`config.mk`:
```
export PLATFORM = sky130hd
export DESIGN_NAME = bt_rx_deframer
export DESIGN_NICKNAME = d
export VERILOG_FILES = /design/src/rtl/bt_pkg.sv /design/src/rtl/bt_sync_fifo.sv /design/src/rtl/bt_uart_rx.sv /design/src/rtl/bt_rx_deframer.sv
export SDC_FILE = /design/constraint.sdc
export NUM_CORES = 1
export LEC_CHECK = 0
export ABC_CLOCK_PERIOD_IN_PS = 9150
export CAP_MARGIN = 15
export CORE_MARGIN = 3
export CORE_UTILIZATION = 34
export CTS_CLUSTER_DIAMETER = 50
export CTS_CLUSTER_SIZE = 10
export DETAILED_ROUTE_END_ITERATION = 10
export GPL_ROUTABILITY_DRIVEN = 1
export GPL_TIMING_DRIVEN = 0
export PLACE_DENSITY = 0.54
export SLEW_MARGIN = 10
export SYNTH_ARGS = -nofsm -noshare
export SYNTH_HDL_FRONTEND = slang
export SYNTH_SLANG_ARGS = --single-unit
```
`constraint.sdc`:
```
create_clock -name clk -period 9.15 [get_ports clk]
set_input_delay 2.2875 -clock clk [delete_from_list [all_inputs] [get_ports clk]]
set_output_delay 2.2875 -clock clk [all_outputs]
set_load 0.01 [all_outputs]
```
`src/rtl/bt_pkg.sv`:
```
// Shared types for the Bluetooth serial link blocks.
//   uart_state_t   : byte receiver states
//   parser_state_t : frame parser states
//   bt_word_t      : 32-bit stream word with keep/last/err side-band. The
//                    transmit-side framing uses the same word layout.
//   keep_upto()    : keep mask covering byte lanes 0..lane
package bt_pkg;

    typedef enum logic [1:0] {
        U_IDLE,
        U_START,
        U_DATA,
        U_STOP
    } uart_state_t;

    typedef enum logic [1:0] {
        P_HUNT,
        P_LEN,
        P_PAYLOAD,
        P_CSUM
    } parser_state_t;

    localparam logic [7:0] BT_SOF_BYTE = 8'hA5;

    typedef struct packed {
        logic [31:0] data;
        logic [3:0]  keep;
        logic        last;
        logic        err;
    } bt_word_t;

    localparam int BT_WORD_W = $bits(bt_word_t);

    function automatic logic [3:0] keep_upto(input logic [1:0] lane);
        logic [3:0] k;
        case (lane)
            2'd0:    k = 4'b0001;
            2'd1:    k = 4'b0011;
            2'd2:    k = 4'b0111;
            default: k = 4'b1111;
        endcase
        return k;
    endfunction

endpackage

```
`src/rtl/bt_sync_fifo.sv`:
```
// Shared single-clock FIFO, first-word-fall-through.
//   wr_en/wr_data/full : write side; a write while full is accepted only
//                        when a read happens in the same cycle
//   rd_en/rd_data/empty: read side; rd_data shows the head while !empty
module bt_sync_fifo #(
    parameter int WIDTH = 38,
    parameter int DEPTH = 8
) (
    input  logic             clk,
    input  logic             reset_n,
    input  logic             wr_en,
    input  logic [WIDTH-1:0] wr_data,
    output logic             full,
    input  logic             rd_en,
    output logic [WIDTH-1:0] rd_data,
    output logic             empty
);

    localparam int AW = $clog2(DEPTH);

    logic [WIDTH-1:0] mem [DEPTH];
    logic [AW:0]      wr_ptr;
    logic [AW:0]      rd_ptr;
    logic             do_rd;
    logic             do_wr;

    // Extra pointer bit distinguishes full from empty.
    assign empty = (wr_ptr == rd_ptr);
    assign full  = (wr_ptr[AW] != rd_ptr[AW]) && (wr_ptr[AW-1:0] == rd_ptr[AW-1:0]);
    assign do_rd = rd_en && !empty;
    assign do_wr = wr_en && (!full || do_rd);

    always_ff @(posedge clk or negedge reset_n) begin
        if (!reset_n) begin
            wr_ptr <= '0;
            rd_ptr <= '0;
        end else begin
            if (do_wr) wr_ptr <= wr_ptr + 1'b1;
            if (do_rd) rd_ptr <= rd_ptr + 1'b1;
        end
    end

    always_ff @(posedge clk) begin
        if (do_wr)
            mem[wr_ptr[AW-1:0]] <= wr_data;
    end

    assign rd_data = mem[rd_ptr[AW-1:0]];

endmodule

```
`src/rtl/bt_uart_rx.sv`:
```
// 8N1 UART byte receiver.
//   clk, reset_n : clock, asynchronous active-low reset
//   rxd          : asynchronous serial input, idle high
//   rx_byte      : received byte, valid while byte_stb is high
//   byte_stb     : one-cycle strobe at the stop-bit mid-sample (stop bit = 1)
//   stop_err     : one-cycle pulse, stop bit sampled low (byte dropped)
//   false_start  : one-cycle pulse, start bit read high at its mid-point
module bt_uart_rx
    import bt_pkg::*;
#(
    parameter int CLKS_PER_BIT = 434
) (
    input  logic       clk,
    input  logic       reset_n,
    input  logic       rxd,
    output logic [7:0] rx_byte,
    output logic       byte_stb,
    output logic       stop_err,
    output logic       false_start
);

    localparam int              CNT_W    = $clog2(CLKS_PER_BIT);
    localparam logic [CNT_W-1:0] FULL_BIT = CNT_W'(CLKS_PER_BIT - 1);
    localparam logic [CNT_W-1:0] HALF_BIT = CNT_W'(CLKS_PER_BIT / 2 - 1);

    logic             rxd_meta;
    logic             rxd_sync;
    logic             rxd_prev;
    uart_state_t      state;
    uart_state_t      state_nxt;
    logic [CNT_W-1:0] cnt;
    logic             cnt_clr;
    logic [2:0]       bit_idx;
    logic             bit_sample;
    logic [7:0]       shift;

    // Synchronizer stage; prev flop gives the falling-edge detect.
    always_ff @(posedge clk or negedge reset_n) begin
        if (!reset_n) begin
            rxd_meta <= 1'b1;
            rxd_sync <= 1'b1;
            rxd_prev <= 1'b1;
        end else begin
            rxd_meta <= rxd;
            rxd_sync <= rxd_meta;
            rxd_prev <= rxd_sync;
        end
    end

    always_ff @(posedge clk or negedge reset_n) begin
        if (!reset_n) begin
            state   <= U_IDLE;
            cnt     <= '0;
            bit_idx <= '0;
        end else begin
            state <= state_nxt;
            cnt   <= cnt_clr ? '0 : cnt + 1'b1;
            if (state == U_START)
                bit_idx <= '0;
            else if (bit_sample)
                bit_idx <= bit_idx + 1'b1;
        end
    end

    // Counter restarts at the start-bit mid-point, so every later
    // full-bit count lands in the middle of a data or stop bit.
    always_comb begin
        state_nxt   = state;
        cnt_clr     = 1'b0;
        bit_sample  = 1'b0;
        byte_stb    = 1'b0;
        stop_err    = 1'b0;
        false_start = 1'b0;
        case (state)
            U_IDLE: begin
                if (rxd_prev && !rxd_sync) begin
                    state_nxt = U_START;
                    cnt_clr   = 1'b1;
                end
            end
            U_START: begin
                if (cnt == HALF_BIT) begin
                    cnt_clr = 1'b1;
                    if (rxd_sync) begin
                        false_start = 1'b1;
                        state_nxt   = U_IDLE;
                    end else begin
                        state_nxt = U_DATA;
                    end
                end
            end
            U_DATA: begin
                if (cnt == FULL_BIT) begin
                    cnt_clr    = 1'b1;
                    bit_sample = 1'b1;
                    if (bit_idx == 3'd7)
                        state_nxt = U_STOP;
                end
            end
            U_STOP: begin
                if (cnt == FULL_BIT) begin
                    cnt_clr   = 1'b1;
                    state_nxt = U_IDLE;
                    if (rxd_sync)
                        byte_stb = 1'b1;
                    else
                        stop_err = 1'b1;
                end
            end
            default: state_nxt = U_IDLE;
        endcase
    end

    // LSB arrives first, so shift in from the top.
    always_ff @(posedge clk) begin
        if (bit_sample)
            shift <= {rxd_sync, shift[7:1]};
    end

    assign rx_byte = shift;

endmodule

```
`src/rtl/bt_rx_deframer.sv`:
```
// Receive deframer for the Bluetooth module link.
// Frame: SOF, length N (1..255), N payload bytes, XOR checksum (seeded N).
// Payload is packed little-endian into 32-bit words on a valid/ready stream.
//   clk, reset_n   : clock, asynchronous active-low reset
//   bt_rxd         : serial line from the BT module (8N1, idle high)
//   data_out       : payload word, byte 0 in [7:0]
//   data_valid     : word and side-band valid
//   data_ready     : consumer accepts when high with data_valid
//   data_keep      : valid byte lanes
//   data_last      : final word of a frame
//   data_err       : last word only; checksum failure or an earlier overrun
//   rx_overrun     : pulse, a word was dropped on a full FIFO
//   line_err       : pulse, bad stop bit, zero length or false start
module bt_rx_deframer
    import bt_pkg::*;
#(
    parameter int         CLKS_PER_BIT = 434,
    parameter int         FIFO_DEPTH   = 8,
    parameter logic [7:0] SOF_BYTE     = BT_SOF_BYTE
) (
    input  logic        clk,
    input  logic        reset_n,
    input  logic        bt_rxd,
    output logic [31:0] data_out,
    output logic        data_valid,
    input  logic        data_ready,
    output logic [3:0]  data_keep,
    output logic        data_last,
    output logic        data_err,
    output logic        rx_overrun,
    output logic        line_err
);

    logic [7:0]    rx_byte;
    logic          byte_stb;
    logic          stop_err;
    logic          false_start;

    parser_state_t p_state;
    parser_state_t p_state_nxt;
    logic [7:0]    remain;
    logic [7:0]    remain_dec;
    logic [1:0]    lane;
    logic [3:0]    held_keep;
    logic          ovf_flag;
    logic [7:0]    csum;
    logic [31:0]   word;
    logic [31:0]   word_fill;
    logic          push;
    bt_word_t      push_word;
    logic          zero_len;

    logic          fifo_full;
    logic          fifo_empty;
    logic          pop;
    logic          overrun;
    bt_word_t      fifo_rd;

    bt_uart_rx #(.CLKS_PER_BIT(CLKS_PER_BIT)) u_uart (
        .clk         (clk),
        .reset_n     (reset_n),
        .rxd         (bt_rxd),
        .rx_byte     (rx_byte),
        .byte_stb    (byte_stb),
        .stop_err    (stop_err),
        .false_start (false_start)
    );

    assign remain_dec = remain - 8'd1;
    // The word register is cleared at each word boundary, so OR-ing the
    // new byte into its lane leaves unused lanes at zero.
    assign word_fill  = word | ({24'd0, rx_byte} << {lane, 3'b000});

    always_ff @(posedge clk or negedge reset_n) begin
        if (!reset_n) begin
            p_state   <= P_HUNT;
            remain    <= '0;
            lane      <= '0;
            held_keep <= '0;
            ovf_flag  <= 1'b0;
        end else begin
            p_state <= p_state_nxt;
            if (byte_stb) begin
                case (p_state)
                    P_LEN: begin
                        remain   <= rx_byte;
                        lane     <= '0;
                        ovf_flag <= 1'b0;
                    end
                    P_PAYLOAD: begin
                        remain <= remain_dec;
                        lane   <= lane + 1'b1;
                        if (remain_dec == 8'd0)
                            held_keep <= keep_upto(lane);
                    end
                    default: ;
                endcase
            end
            if (overrun)
                ovf_flag <= 1'b1;
        end
    end

    always_ff @(posedge clk) begin
        if (byte_stb) begin
            case (p_state)
                P_LEN: begin
                    csum <= rx_byte;
                    word <= '0;
                end
                P_PAYLOAD: begin
                    csum <= csum ^ rx_byte;
                    // A full word is pushed this cycle unless it is the
                    // frame's final word, which is held for the checksum.
                    word <= (lane == 2'd3 && remain_dec != 8'd0) ? '0 : word_fill;
                end
                default: ;
            endcase
        end
    end

    always_comb begin
        p_state_nxt = p_state;
        push        = 1'b0;
        push_word   = '0;
        zero_len    = 1'b0;
        if (stop_err) begin
            p_state_nxt = P_HUNT;
        end else if (byte_stb) begin
            case (p_state)
                P_HUNT: begin
                    if (rx_byte == SOF_BYTE)
                        p_state_nxt = P_LEN;
                end
                P_LEN: begin
                    if (rx_byte == 8'd0) begin
                        zero_len    = 1'b1;
                        p_state_nxt = P_HUNT;
                    end else begin
                        p_state_nxt = P_PAYLOAD;
                    end
                end
                P_PAYLOAD: begin
                    if (remain_dec == 8'd0) begin
                        p_state_nxt = P_CSUM;
                    end else if (lane == 2'd3) begin
                        push      = 1'b1;
                        push_word = '{data: word_fill, keep: 4'b1111, last: 1'b0, err: 1'b0};
                    end
                end
                P_CSUM: begin
                    push        = 1'b1;
                    push_word   = '{data: word, keep: held_keep, last: 1'b1,
                                    err: (rx_byte != csum) | ovf_flag};
                    p_state_nxt = P_HUNT;
                end
                default: p_state_nxt = P_HUNT;
            endcase
        end
    end

    // A pop in the same cycle frees the slot, so only push-on-full
    // without a pop loses the word.
    assign pop     = data_valid && data_ready;
    assign overrun = push && fifo_full && !pop;

    bt_sync_fifo #(.WIDTH(BT_WORD_W), .DEPTH(FIFO_DEPTH)) u_fifo (
        .clk     (clk),
        .reset_n (reset_n),
        .wr_en   (push),
        .wr_data (push_word),
        .full    (fifo_full),
        .rd_en   (pop),
        .rd_data (fifo_rd),
        .empty   (fifo_empty)
    );

    always_ff @(posedge clk or negedge reset_n) begin
        if (!reset_n) begin
            rx_overrun <= 1'b0;
            line_err   <= 1'b0;
        end else begin
            rx_overrun <= overrun;
            line_err   <= false_start | stop_err | zero_len;
        end
    end

    // FIFO storage is not reset; mask the head so outputs read 0 when empty.
    assign data_valid = !fifo_empty;
    assign data_out   = data_valid ? fifo_rd.data : '0;
    assign data_keep  = data_valid ? fifo_rd.keep : '0;
    assign data_last  = data_valid && fifo_rd.last;
    assign data_err   = data_valid && fifo_rd.err;

endmodule

```
Word level (Yosys, flattened, before mapping)
Memory sizes are Yosys's and may differ from the RTL's. Cells that the tools add are included. Widths: inputs -> output; s select.

Add/sub/neg operators: 6. Eq/ne operators: 24. Shift operators: 1. Mux-type cells: 56. Bitwise gates (word level): 5. Reduce and logical (&&, ||, !) cells: 32.

Operators with widths (number): $mux 38 (4); $pmux 38 s2 (1); $mux 32 (2); $pmux 32 s2 (1); $or 32x32->32 (1); $pmux 8 s2 (2); $shl 8x5->32 (1); $mux 1 (25); $mux 2 (11); $logic_not 8->1 (2); $pmux 2 s4 (2); $eq 2x2->1 const B (6); $pmux 4 s3 (1); $logic_and 1x1->1 (10); $reduce_bool 2->1 (5); $add 9x1->9 const B (1); $eq 9x8->1 const B (1); $eq 9x9->1 const B (1); $mux 9 (1); $add 4x1->4 const B (2); $eq 8x8->1 const B (1); $ne 2x1->1 const B (4); $ne 8x8->1 (1); $reduce_bool 8->1 (1); other kinds (24) (37).

Register bits: 92. Bits in writable memories: 304. Input bits: 4. Output and inout bits: 41. Word-level logic and storage cells: 143. Memories kept: 1.

Memory list: u_fifo.mem (depth 8, bits a word 38, rd ports 1, clocked after memory_dff 0, write ports 1, RTL line bt_sync_fifo.sv:21) `logic [WIDTH-1:0] mem [DEPTH];`.

Logic depth before layout (Yosys ltp)
Word-level depth: 10. Mapped depth: 9. Depth with buffers taken out: 8.

Cells and area by module
A second synthesis with hierarchy kept.

Cells, all modules: 966. Area, all modules: 16831.1 um^2.

Modules (own cells, without submodules): bt_sync_fifo (times used 1, cells an instance 497, area an instance 12006.5 um^2, sequential area each 9328.9 um^2); bt_rx_deframer (times used 1, cells an instance 372, area an instance 3679.8 um^2, sequential area each 1676.6 um^2); bt_uart_rx (times used 1, cells an instance 97, area an instance 1144.8 um^2, sequential area each 669.4 um^2).

Worst setup path before layout
No wires, ideal clock.

Path kind: input -> register. Start: input data_ready. End: memory u_fifo.mem[0][0] (enable). Library setup time: 0.529 ns. Arrival time: 6.356 ns. Data required time: 8.621 ns. Slack: 2.265 ns. Stages on the path: 4. Buffers on the path: 0. Cells stage by stage: nor2_1 > nand2_1 > o211ai_4 > nor4_1.

Cells in the longest elaborated chain, start to end: 6.

Ends and longest elaborated chain: from (decl) (RTL line bt_rx_deframer.sv:26) `input logic data_ready,`; $logic_and 1x1->1 (RTL line bt_rx_deframer.sv:164) `assign pop = data_valid && data_ready;`; $logic_and 1x1->1 (RTL line bt_sync_fifo.sv:30) `assign do_rd = rd_en && !empty;`; $logic_or 1x1->1 (RTL line bt_sync_fifo.sv:31) `assign do_wr = wr_en && (!full || do_rd);`; $logic_and 1x1->1 (RTL line bt_sync_fifo.sv:31); $mux 1 (RTL line bt_sync_fifo.sv:44) `if (do_wr)`; $mux 1 (implied by the code) (RTL line bt_sync_fifo.sv:45) `mem[wr_ptr[AW-1:0]] <= wr_data;`; to (decl) (RTL line bt_sync_fifo.sv:21).

No other way between the ends.

Final worst setup path
Start: register u_fifo.rd_ptr[0]. End: output data_out[14].

Cells in the longest elaborated chain, start to end: 2. Elaborated cells between the ends (all ways): 3. Classes of those cells: eq/ne (1); mux (1); memory (1).

Ends and longest elaborated chain: from (decl) (RTL line bt_sync_fifo.sv:23) `logic [AW:0] rd_ptr;`; from (signal assigned) (RTL line bt_sync_fifo.sv:39) `if (do_rd) rd_ptr <= rd_ptr + 1'b1;`; $mem_v2 8x38 or $eq 4x4->1 (tied branches); $mux 32 (*) (RTL line bt_rx_deframer.sv:190) `assign data_out = data_valid ? fifo_rd.data : '0;`; to (decl) (RTL line bt_rx_deframer.sv:24) `output logic [31:0] data_out,`.

Every way passes the cells marked *; elsewhere a longest branch is shown, timed or not.

==> results.toml <==
[outcome]
status = "finished clean"

[routing]
vias_per_cell = 5.10
dr.pass1.iters = 5
vias = 9493
wire_per_inst_um = 21.2
drc_errors = 0
drt-initial-drc-count = 824
wirelength_mm = 39.6
antenna_left = 0

[synthesis]
synthTopCellsByCount = "352 x edfxtp_1, 102 x nor2_1, 86 x a21oi_1"
postSynthNetCount = 1056
synth_top_area_cell = "edfxtp_1"
synth.most_common_cell = "edfxtp_1"
synth_seq_area_share = 0.699
synth_top_area_share = 0.633
synth_compound_area_frac = 0.0505
async_flop_share = 0.111
syn_area_per_cell_um2 = 16.2
synthCells = 1034
synth_fa_ha_area_frac = 0.0135
synth_ff_type = "edfxtp_1"
synth_xor_area_frac = 0.0183
synth-warning-count = 0
syn_area_mm2 = 0.0167
synth_enable_flop_cells = 352
yosys.area_share.simple = 0.0663
synth_top_family_by_area = "multiplexers"
synthTopCellsByArea = "edfxtp_1 63%, mux4_2 10%, dfrtp_1 6.1%"
synth_cell_types = 57
muxShareOfSynthArea = 0.131
yosys_register_bits = 396

[power]
p_leak_uw = 0.00738
p_per_area_mw_per_mm2 = 218
ir_drop_mv = 0.119

[placed_design]
place_inst = 1782
gp_congestion = 0.816
place_area_mm2 = 0.0185
hpwl_mm = 26.2
numPortBuffers = 44
place_ws_ps = 3050

[floorplanning]
row_count = 80
start_util = 0.347
die_area_mm2 = 0.0518
io_pins = 45
core-area_mm2 = 0.0481
die_h_um = 228
die_w_um = 228

[cts]
cts_setup_buffers = 0
cts_resized = 0
cts-buffers-inserted = 48
clockBufferDepth = 3
cts_root_buffer = "clkbuf_16"
cts.sinks = 396
htreeDepth = 2
tritoncts = "done"
hold_buffers = 0
cts.clk_slew.worst_paths_ps = 60
clk-insertion-delay-late_ps = 600

[timing]
min_period_ps = 6490
finalHoldViolations = 0
setup_viol = 0
slew_viol_final = 0
rsz0062_at_grt = "no"
fin_ws_ps = 2660
slew_headroom = 0.227
tightest_slew_ps = 1160
fin_skew_ps = 42.9
finalCritPeriodShare = 0.709
fmax_mhz = 154

[worst_setup_path]
reg2regPathDepth = 10
startpoint_type = "flip-flop"
rrSetupSlack_ps = 4920
rr_startpoint = "remain[0]"
crit_path_end_kind = "output port"
critical_path_peak_fanout = 10
critPathArrivalTime_ps = 4200
path_class = "reg2out"
crit_start = "u_fifo.rd_ptr[0]"
cp-endpoint = "data_out[14]"
critical_path_required_ps = 6860
timing.rr.end = "u_fifo.mem[2][26]"

[global_route]
grt_pass1_wl_mm = 61.0
grt_start_max_net_pins = 50
groute.usage.overall = 0.156
grt_pass1_vias = 9806
overflow = 0
antenna_found_initial = 0

[finish]
finalNonFillerCells = 1863
fin_area_mm2 = 0.0199
drive_gt1_frac = 0.187
diodes = 0
area_delta_synth_final_pct = 19.0
layout.nets = 1198
final_util = 0.413

[hold_path]
min_path_type = "reg2reg"

[flow_run]
cap_violations = 0
sequential cells by signal, summed over array words and instances, names as in the netlist, 2 cells and up, named ones only:
register	flops
csum	8
word	32
u_uart.rx_byte	8
u_fifo.rd_ptr	4
held_keep	4
u_fifo.mem	304
lane	2
u_fifo.wr_ptr	4
p_state	2
remain	8
u_uart.cnt	9
u_uart.bit_idx	3
worst max-delay path: stages, from the launching register on:
cell	delay [ps]
dfrtp_1	350
clkbuf_1	420
xor2_1	160
nor4b_1	930
clkbuf_1	510
clkbuf_1	560
nor2_1	160
clkdlybuf4s50_1	510
metrics by stage:
stage	setup TNS, ps	power (uW)	hold WS [ps]
after CTS	0	4400	355
final	0	4330	354
after global routing	0	4500	362
after floorplan	0	2440	345
after global placement	-500090	2640	345
after detailed placement	0	2650	347
worst min path at each step:
stage                          from              end  slack, ps  cells after the start
finish              u_uart.rxd_meta  u_uart.rxd_sync        350                      0
global route        u_uart.rxd_meta  u_uart.rxd_sync        360                      0
CTS                 u_uart.rxd_meta  u_uart.rxd_sync        360                      0
detailed placement  u_uart.rxd_meta  u_uart.rxd_sync        350                      0
global placement    u_uart.rxd_meta  u_uart.rxd_sync        350                      0
floorplan           u_uart.rxd_meta  u_uart.rxd_sync        350                      0
area by class of cell:
type                            instances  area (um^2)
Fill cell                            4412        28300
Sequential cell                       396        11700
Multi-Input combinational cell        548         4710
Clock buffer                           71         1310
Timing Repair Buffer                   92          887
Tap cell                              656          821
Buffer                                 70          295
Clock inverter                         10          111
Inverter                               20         75.1
power by group:
part	total, uW	switching (uW)	internal [uW]
combinational	605	373	232
sequential	1990	24.5	1970
clock	1740	720	1020
cells in the final DEF, fill, tap and decap left out, types with 5 or more instances in the layout:
cell / n
a21oi_1: 86
buf_1: 10
buf_2: 15
buf_4: 30
buf_6: 11
buf_8: 5
clkbuf_1: 66
clkbuf_16: 49
clkdlybuf4s50_1: 43
dfrtp_1: 41
edfxtp_1: 352
ha_1: 18
inv_1: 19
mux2i_1: 42
mux4_2: 76
nand2_1: 30
nand2b_1: 5
nand3_1: 14
nand4_1: 36
nor2_1: 102
nor3_1: 5
nor4_2: 6
o21ai_0: 33
o21ai_1: 13
xnor2_1: 22
xor2_1: 13
per-layer routing:
metal | vias to the layer above | part of all wire | GRT usage
li1 | 4313 | - | -
met1 | 4877 | 0.45 | 0.219
met2 | 252 | 0.48 | 0.254
met3 | 51 | 0.047 | 0.0284
met4 | 0 | 0.017 | 0.0399
met5 | - | 0 | 0
logic make-up after synthesis:
group	Yosys count
flip-flops	396
multiplexers	122
XOR/XNOR	35
AO/OA/AOI/OAI	150
AND/OR/NAND/NOR	223
buffers and inverters	90
adder cells (fa/ha/maj)	18
Note: power is estimated with default switching activity, not from simulation.
